<file path="src/rtl/pong_shift_datapath.sv">
// Ball-position datapath for the pong game: universal shift register holding a one-hot LED row,
// plus a saturating rally counter that counts entries into the controller's end state.
module pong_shift_datapath #(
    parameter int          WIDTH    = 8,
    parameter int unsigned LOAD_VAL = 0,
    parameter int          CNT_W    = 4,
    localparam int         POS_W    = $clog2(WIDTH)
) (
    input  logic               clk,
    input  logic               ireset_n,
    input  logic [1:0]         s,
    input  logic               lsi,
    input  logic               rsi,
    output logic [WIDTH-1:0]   leds,
    output logic               qleft,
    output logic               qright,
    output logic [POS_W-1:0]   pos,
    output logic               pos_valid,
    output logic [CNT_W-1:0]   rally_cnt,
    output logic               rally_sat
);

    localparam logic [1:0]       S_HOLD  = 2'b00;
    localparam logic [1:0]       S_RIGHT = 2'b01;
    localparam logic [1:0]       S_LEFT  = 2'b10;
    localparam logic [1:0]       S_LOAD  = 2'b11;
    localparam logic [WIDTH-1:0] LOAD_W  = WIDTH'(LOAD_VAL);
    localparam logic [CNT_W-1:0] CNT_MAX = {CNT_W{1'b1}};

    logic [WIDTH-1:0] leds_r;
    logic [WIDTH-1:0] leds_nxt_s;
    logic [1:0]       prev_s_r;
    logic [CNT_W-1:0] rally_cnt_r;
    logic             end_evt_s;
    logic             sat_s;
    logic [POS_W-1:0] pos_s;
    logic             onehot_s;

    // Next shift-register value selected by the controller's mode
    always_comb begin
        leds_nxt_s = leds_r;
        case (s)
            S_HOLD:  leds_nxt_s = leds_r;
            S_RIGHT: leds_nxt_s = {rsi, leds_r[WIDTH-1:1]};
            S_LEFT:  leds_nxt_s = {leds_r[WIDTH-2:0], lsi};
            S_LOAD:  leds_nxt_s = LOAD_W;
            default: leds_nxt_s = leds_r;
        endcase
    end

    // Shift register state; bits leaving either end are dropped
    always_ff @(posedge clk or negedge ireset_n) begin
        if (!ireset_n) begin
            leds_r <= {WIDTH{1'b0}};
        end else begin
            leds_r <= leds_nxt_s;
        end
    end

    // An end event is the first edge of a run of hold cycles
    always_comb begin
        sat_s = (rally_cnt_r == CNT_MAX);
        if ((s == S_HOLD) && (prev_s_r != S_HOLD)) begin
            end_evt_s = 1'b1;
        end else begin
            end_evt_s = 1'b0;
        end
    end

    // Previous mode and saturating rally counter; reset is the only clear
    always_ff @(posedge clk or negedge ireset_n) begin
        if (!ireset_n) begin
            prev_s_r    <= S_LOAD;
            rally_cnt_r <= {CNT_W{1'b0}};
        end else begin
            prev_s_r <= s;
            if (end_evt_s && !sat_s) begin
                rally_cnt_r <= rally_cnt_r + CNT_W'(1);
            end else begin
                rally_cnt_r <= rally_cnt_r;
            end
        end
    end

    // Lowest set bit wins; scanning downward lets the lowest index overwrite
    always_comb begin
        pos_s = {POS_W{1'b0}};
        for (int i = WIDTH - 1; i >= 0; i--) begin
            pos_s = leds_r[i] ? POS_W'(i) : pos_s;
        end
    end

    // Exactly one bit set: nonzero and clearing the lowest bit leaves nothing
    always_comb begin
        if (leds_r != {WIDTH{1'b0}}) begin
            onehot_s = ((leds_r & (leds_r - WIDTH'(1))) == {WIDTH{1'b0}});
        end else begin
            onehot_s = 1'b0;
        end
    end

    assign leds      = leds_r;
    assign qleft     = leds_r[WIDTH-1];
    assign qright    = leds_r[0];
    assign pos       = pos_s;
    assign pos_valid = onehot_s;
    assign rally_cnt = rally_cnt_r;
    assign rally_sat = sat_s;

endmodule

</file>
<file path="config.mk">
export PLATFORM = sky130hd
export DESIGN_NAME = pong_shift_datapath
export DESIGN_NICKNAME = d
export VERILOG_FILES = /design/src/rtl/pong_shift_datapath.sv
export SDC_FILE = /design/constraint.sdc
export NUM_CORES = 1
export LEC_CHECK = 0
export BUFFER_PORTS_ARGS = -buffer_cell sky130_fd_sc_hd__clkbuf_2
export CAP_MARGIN = 5
export CORE_MARGIN = 5
export CORE_UTILIZATION = 47
export CTS_BUF_LIST = sky130_fd_sc_hd__clkbuf_4 sky130_fd_sc_hd__clkbuf_8
export CTS_CLUSTER_SIZE = 14
export DETAILED_ROUTE_END_ITERATION = 8
export GPL_TIMING_DRIVEN = 1
export PLACE_DENSITY = 0.77
export SKIP_CTS_REPAIR_TIMING = 1
export SYNTH_ARGS = -nofsm -noshare
export SYNTH_HDL_FRONTEND = slang
export SYNTH_SLANG_ARGS = --single-unit
</file>
<file path="constraint.sdc">
create_clock -name clk -period 1.6 [get_ports clk]
set_input_delay 0.4 -clock clk [delete_from_list [all_inputs] [get_ports clk]]
set_output_delay 0.4 -clock clk [all_outputs]
set_load 0.05 [all_outputs]
</file>
# Word level (Yosys, flattened, before mapping)
# Index checks and enable logic that the tools add are counted.
# op_classes
muxes	11
add_sub_neg	2
reduce_logical	7
n_bitwise	1
eq_ne	4
# op_table
cell	count
2-to-1 mux 3 bit	8
one-hot mux 8 bit (3 select lines)	1
AND 8 bit	1
logical NOT 8 bit	1
nonzero test 8 bit	1
subtractor 8 x 1 -> 8 bit (second input constant)	1
adder 4 x 1 -> 4 bit (second input constant)	1
equality test 2 bit (second input constant)	2
equality test 4 bit (second input constant)	1
equality test 2 x 1 -> 1 bit (second input constant)	1
logical AND 1 bit	2
logical NOT 2 bit	1
2-to-1 mux 1 bit	2
nonzero test 2 bit	1
logical NOT 1 bit	1
# word_totals
regBits	14

# Logic depth before layout (Yosys ltp)
# Gate-level depths: netlist of run 1.
# logic_depth
ltp_word	8
mapped_depth	5

# Worst setup path after synthesis of run 1
# No wires, ideal clock.
# synth_timing
path_type	register -> output
startpoint	register leds_r[3] (netlist: leds[3])
endpoint	output port pos_valid
setup_slack_ps	-1171
arrival_ps	2371
stages_incl_launch_ff	6
path_buffers	1
required_ps	1200
path_cell_list	dfrtp_1 buf_6 or4_4 nor2_2 nand3_1 a31oi_1
# synth_via
elab_chain_len	4
# synth_rtl
element	line	source
start: declaration	30	logic [WIDTH-1:0] leds_r;
start signal: assignment	54	leds_r <= {WIDTH{1'b0}};
start signal: assignment	56	leds_r <= leds_nxt_s;
subtractor 8 x 1 -> 8 bit	96	onehot_s = ((leds_r & (leds_r - WIDTH'(1))) == {WIDTH{1'b0}});
AND 8 bit	96	
logical NOT 8 bit	96	
2-to-1 mux 1 bit (*)	95	if (leds_r != {WIDTH{1'b0}}) begin
end: declaration	18	output logic pos_valid,
# Mark *: on every way between the ends. The rest lies on a longest branch, timed or not.

# Worst setup path in the final report of run 1
# layout_timing
startpoint	register leds_r[2] (netlist: leds[2])
endpoint	output port pos_valid
# The elaborated chain is that of the path after synthesis.

==> impl_metrics.toml, run 1 <==
[run_status]
status = "finished with violations"
violations = "setup timing"

[synth]
syn-num-nets = 94
syn_area_per_cell_um2 = 9.36
syn-cell-area_um2 = 815
ys_seq_area_frac = 0.433
ys_top_cells_by_area = "dfrtp_1, mux2i_1, dfstp_2, o21ai_0, nand2_1"
synth_top_area_frac = 0.369
ys_types = 28
yosysWarnings = 0
synth_edf_count = 0
synth_top_area_cell = "dfrtp_1"
ys_async_sr_fraction = 1.00
synthTopCellsByCount = "dfrtp_1, nand2_1, o21ai_0, mux2i_1, nor2_1"
ys_ff_latch = 14
ys.flop_type = "dfrtp_1"
yosysMostFrequentCell = "dfrtp_1"
synth_cells = 87

[floorplan]
initial_core_util = 0.482
die_h_um = 51.6
placementRows = 15
die_w_um = 51.6
core_area_um2 = 1690
die_area_um2 = 2670
top_level_ports = 25

[power_and_ir_drop]
power_uw = 1630
powerDensity_nw_per_um2 = 1320
leakage_uw = 0.000566
irDropWorstVdd_v = 0.00120

[final_layout]
drive_gt1_frac = 0.594
nets = 136
stdcell_area_um2 = 1230
final-instance-count-excl-fill = 145
antenna_cells = 0
area_delta_synth_final_pct = 51.0

[placed_design]
post_dp_cell_area_um2 = 1120
placed_cells = 138
dp_hpwl_um = 1500
port_buffers = 24
gp_congestion = 0.735

[sta]
max_slew_margin = 0.767
setup_viol = 8
max_freq_mhz = 436
skew_ns = 0.00186
min_period_ns = 2.29
hold_viol = 0
period_share = 1.43
rsz0062_at_grt = "yes"
final_max_slew_viol_count = 0
finalSetupTns_ns = -2.00
worst-slew-pin-transition_ns = 0.350
fin_ws_ns = -0.695

[worst_setup_path]
worst-path-max-fanout = 3
critPathRequiredTime_ns = 1.20
critical-path-max-stage-delay_ns = 0.57
path_cells = "or4_4, nand2_2, nand4bb_1, a31oi_4, buf_6"
arrival_ns = 1.89
crit_family = "simple AND/OR/NAND/NOR gates"
endpoint_kind = "output port"
crit_type = "flip-flop to output port"
path_buf_inv = 1
startpoint = "leds[2]"
cp-start-kind = "flip-flop"
rr_startpoint = "rally_cnt[0]"
slowest_stage = "or4_4"

[route]
dr.pass1.iters = 4
drc = 0
wl_per_cell_um = 14.1
drtIter0Drc = 16
viasPerCell = 5.43
drtAntennaViolNets = 0
drt-total-wl_um = 2040
vias = 787

[grt]
grt_overflow = 0
grt_pass1_wl_um = 3260
grt_use_total = 0.161
grt_max_degree = 15
antenna_found_initial = 0
grt_pass1_vias = 756

[clocking]
cts_made_buffers = 3
cts_tree = "yes"
root_buffer = "clkbuf_4"
clk_latency_ns = 0.28
clkTransAtPathRegs_ns = 0.09
clock_sinks = 14
cts_htree_levels = 1
cts_buffer_depth = 2

[run]
drv_cap = 0

[worst_hold_path]
hold_class = "input port to asynchronous set/reset pin"
## layer usage
metal | vias up | GRT usage | wire length (um)
li1 | 383 | - | -
met5 | - | 0 | 0
met2 | 14 | 0.286 | 1090
met4 | 0 | 0.0393 | 0
met3 | 0 | 0.0287 | 75
met1 | 390 | 0.200 | 874
## area by class of cell
type	instances	area, um2
clock buffers	4	36.3
fillers	119	459
inverters	2	7.51
multi-input cells	62	479
flip-flops and latches	14	365
well taps	17	21.3
repair buffers	46	320
## final timing paths
check | end | slack (ns) | cells past startpoint
setup reg to reg | rally_cnt[1] | -0.13 | 4
max in group asynchronous | prev_s_r[0] | 1.29 | 1
setup / recovery | pos_valid | -0.69 | 5
hold reg to reg | rally_cnt[3] | 0.60 | 2
min in group clk | leds[0] | 0.33 | 3
hold / removal | rally_cnt[2] | 0.007 | 1
## cells by family after synthesis
group / synth area share
and+or+nand+nor: 0.221
AOI/OAI and AO/OA: 0.104
DFF: 0.433
buffers and inverters: 0.0753
muxes: 0.117
xor gates and xnor gates: 0.0215
adders and majority gates: 0.0276
## metrics by stage
stage / utilization / hold WS [ns] / setup slack [ns]
after CTS: 0.684 / 0.0120 / -0.776
after global placement: 0.662 / 0.313 / -0.419
final: 0.728 / 0.00743 / -0.695
after global routing: 0.728 / 0.0243 / -0.741
after detailed placement: 0.662 / 0.322 / -0.458
after floorplan: - / 0.104 / -0.625
## cell usage in the layout (no fill, tap or decap), types with 3 or more instances in the layout
| master | count |
|---|---|
| buf_4 | 21 |
| buf_6 | 4 |
| clkbuf_2 | 19 |
| clkbuf_4 | 4 |
| dfrtp_2 | 10 |
| mux2i_1 | 8 |
| nand2_1 | 8 |
| nor2_1 | 6 |
| nor3_1 | 3 |
| o21ai_0 | 8 |
## sequential cells by signal, summed over array words and instances (netlist names)
name       flops
leds           8
rally_cnt      4
prev_s_r       2
## power breakdown
part	leakage [uW]	total (uW)	internal (uW)	switching, uW
clock network	0.0000210	255	138	116
logic	0.000383	892	352	540
registers	0.000162	479	425	54.6
Note: power is estimated with default switching activity, not from simulation.
==> run 2, diff against run 1 <==
==> constraint.sdc (replaced) <==
create_clock -name clk -period 1.6 [get_ports clk]
set_input_delay 0.08 -clock clk [delete_from_list [all_inputs] [get_ports clk]]
set_output_delay 0.08 -clock clk [all_outputs]
set_load 0.05 [all_outputs]
==> run 2 against run 1 <==
Effect of this change: the run still ends with setup timing left; worst setup slack improved by 0.36 ns; final area fell by 3.1%; clock skew decreased by 0.0014 ns; die area did not move; clock-buffer cell count stayed put; sequential cell count unchanged; critical path type unchanged; critical endpoint unchanged.
==> impl_metrics.toml, run 2 (same netlist as run 1, synthesis figures left out) <==
[run_status]
status = "finished with violations"
violations = "setup timing"

[sta]
fin_ws_ns = -0.335
skew_ns = 0.000506
hold_viol = 0
setup_viol = 5
rsz0062_at_grt = "yes"
max_slew_margin = 0.669
min_period_ns = 1.94
finalSetupTns_ns = -0.727
period_share = 1.21
worst-slew-pin-transition_ns = 0.495
whs_ns = 0.0216
max_freq_mhz = 517
final_max_slew_viol_count = 0

[power_and_ir_drop]
power_uw = 1550
leakage_uw = 0.000537
powerDensity_nw_per_um2 = 1300
irDropWorstVdd_v = 0.00133

[floorplan]
initial_core_util = 0.482
die_area_um2 = 2670
core_area_um2 = 1690
placementRows = 15
die_h_um = 51.6
top_level_ports = 25
die_w_um = 51.6

[grt]
grt_overflow = 0
grt_pass1_wl_um = 2980
grt_use_total = 0.147
antenna_found_initial = 0
grt_pass1_vias = 694
grt_max_degree = 15

[final_layout]
drive_gt1_frac = 0.557
stdcell_area_um2 = 1190
largest_register_ffs = 8
mostFrequentLayoutCells = "clkbuf_2, buf_4, nand2_1, dfrtp_2"
area_delta_synth_final_pct = 46.4
final_common_cell = "clkbuf_2"
antenna_cells = 0
post-route-util = 0.706
nets = 130

[clocking]
root_buffer = "clkbuf_4"
clk_latency_ns = 0.27
clkTransAtPathRegs_ns = 0.08
cts_tree = "yes"
cts_htree_levels = 1
cts_made_buffers = 3
cts_buffer_depth = 2
clock_sinks = 14

[route]
drc = 0
vias = 734
drtAntennaViolNets = 0
viasPerCell = 5.28
wl_per_cell_um = 13.1
drtIter0Drc = 3
dr.pass1.iters = 4
drt-total-wl_um = 1830

[placed_design]
port_buffers = 24
dp_hpwl_um = 1390
gp_congestion = 0.687
post_dp_cell_area_um2 = 1050

[worst_setup_path]
cp-start-kind = "flip-flop"
endpoint_kind = "output port"
slowest_stage = "or4_4"
path_cells = "or4_4, nand2_1, nand4bb_1, a31oi_4, buf_6"
crit_type = "flip-flop to output port"
crit_family = "simple AND/OR/NAND/NOR gates"
critPathRequiredTime_ns = 1.52
worst-path-max-fanout = 3
cp_num_cells = 5
arrival_ns = 1.86
critical-path-max-stage-delay_ns = 0.56
path_buf_inv = 1
reg2reg_depth = 4

[worst_hold_path]
min_path_cells = 3
hold_class = "input port to flip-flop"

[run]
drv_cap = 0
run 2: path summary, 6_finish.rpt:
check | start | end | slack [ns]
max | leds[1] | pos_valid | -0.34
min | lsi | leds[0] | 0.02
max reg2reg | rally_cnt[1] | rally_cnt[1] | -0.13
min reg2reg | rally_cnt[3] | rally_cnt[3] | 0.56
max in group asynchronous | ireset_n | prev_s_r[1] | 1.06
min in group asynchronous | ireset_n | leds[2] | 0.24
run 2: where the power goes:
group / total (uW) / internal (uW) / switching, uW / leakage (uW)
Sequential: 487 / 424 / 62.9 / 0.000164
Clock: 244 / 138 / 106 / 0.0000210
Combinational: 821 / 310 / 511 / 0.000352
run 2: worst min-delay path, stage by stage:
cell and delay, ns:
clkbuf_2 0.07, nand2_1 0.04, o21ai_0 0.06
run 2: through the flow:
| stage | cells | setup WS (ns) |
|---|---|---|
| after floorplan | 87 | -0.310 |
| after global placement | 130 | -0.110 |
| after detailed placement | 130 | -0.158 |
| after CTS | 134 | -0.467 |
| final | 139 | -0.335 |
| after global routing | 139 | -0.401 |
run 2: metal layers:
metal | up-vias | part of all wire | track usage
met5 | - | 0 | 0
met4 | 0 | 0.0066 | 0.0524
met3 | 2 | 0.030 | 0.0172
met2 | 18 | 0.55 | 0.286
met1 | 343 | 0.41 | 0.161
li1 | 371 | - | -
run 2: cell type report:
type	count	area [um2]
inverter	2	7.51
multi-input combinational	62	490
sequential	14	364
timing repair buffer	40	273
fill	141	497
clock buffer	4	36.3
tap	17	21.3
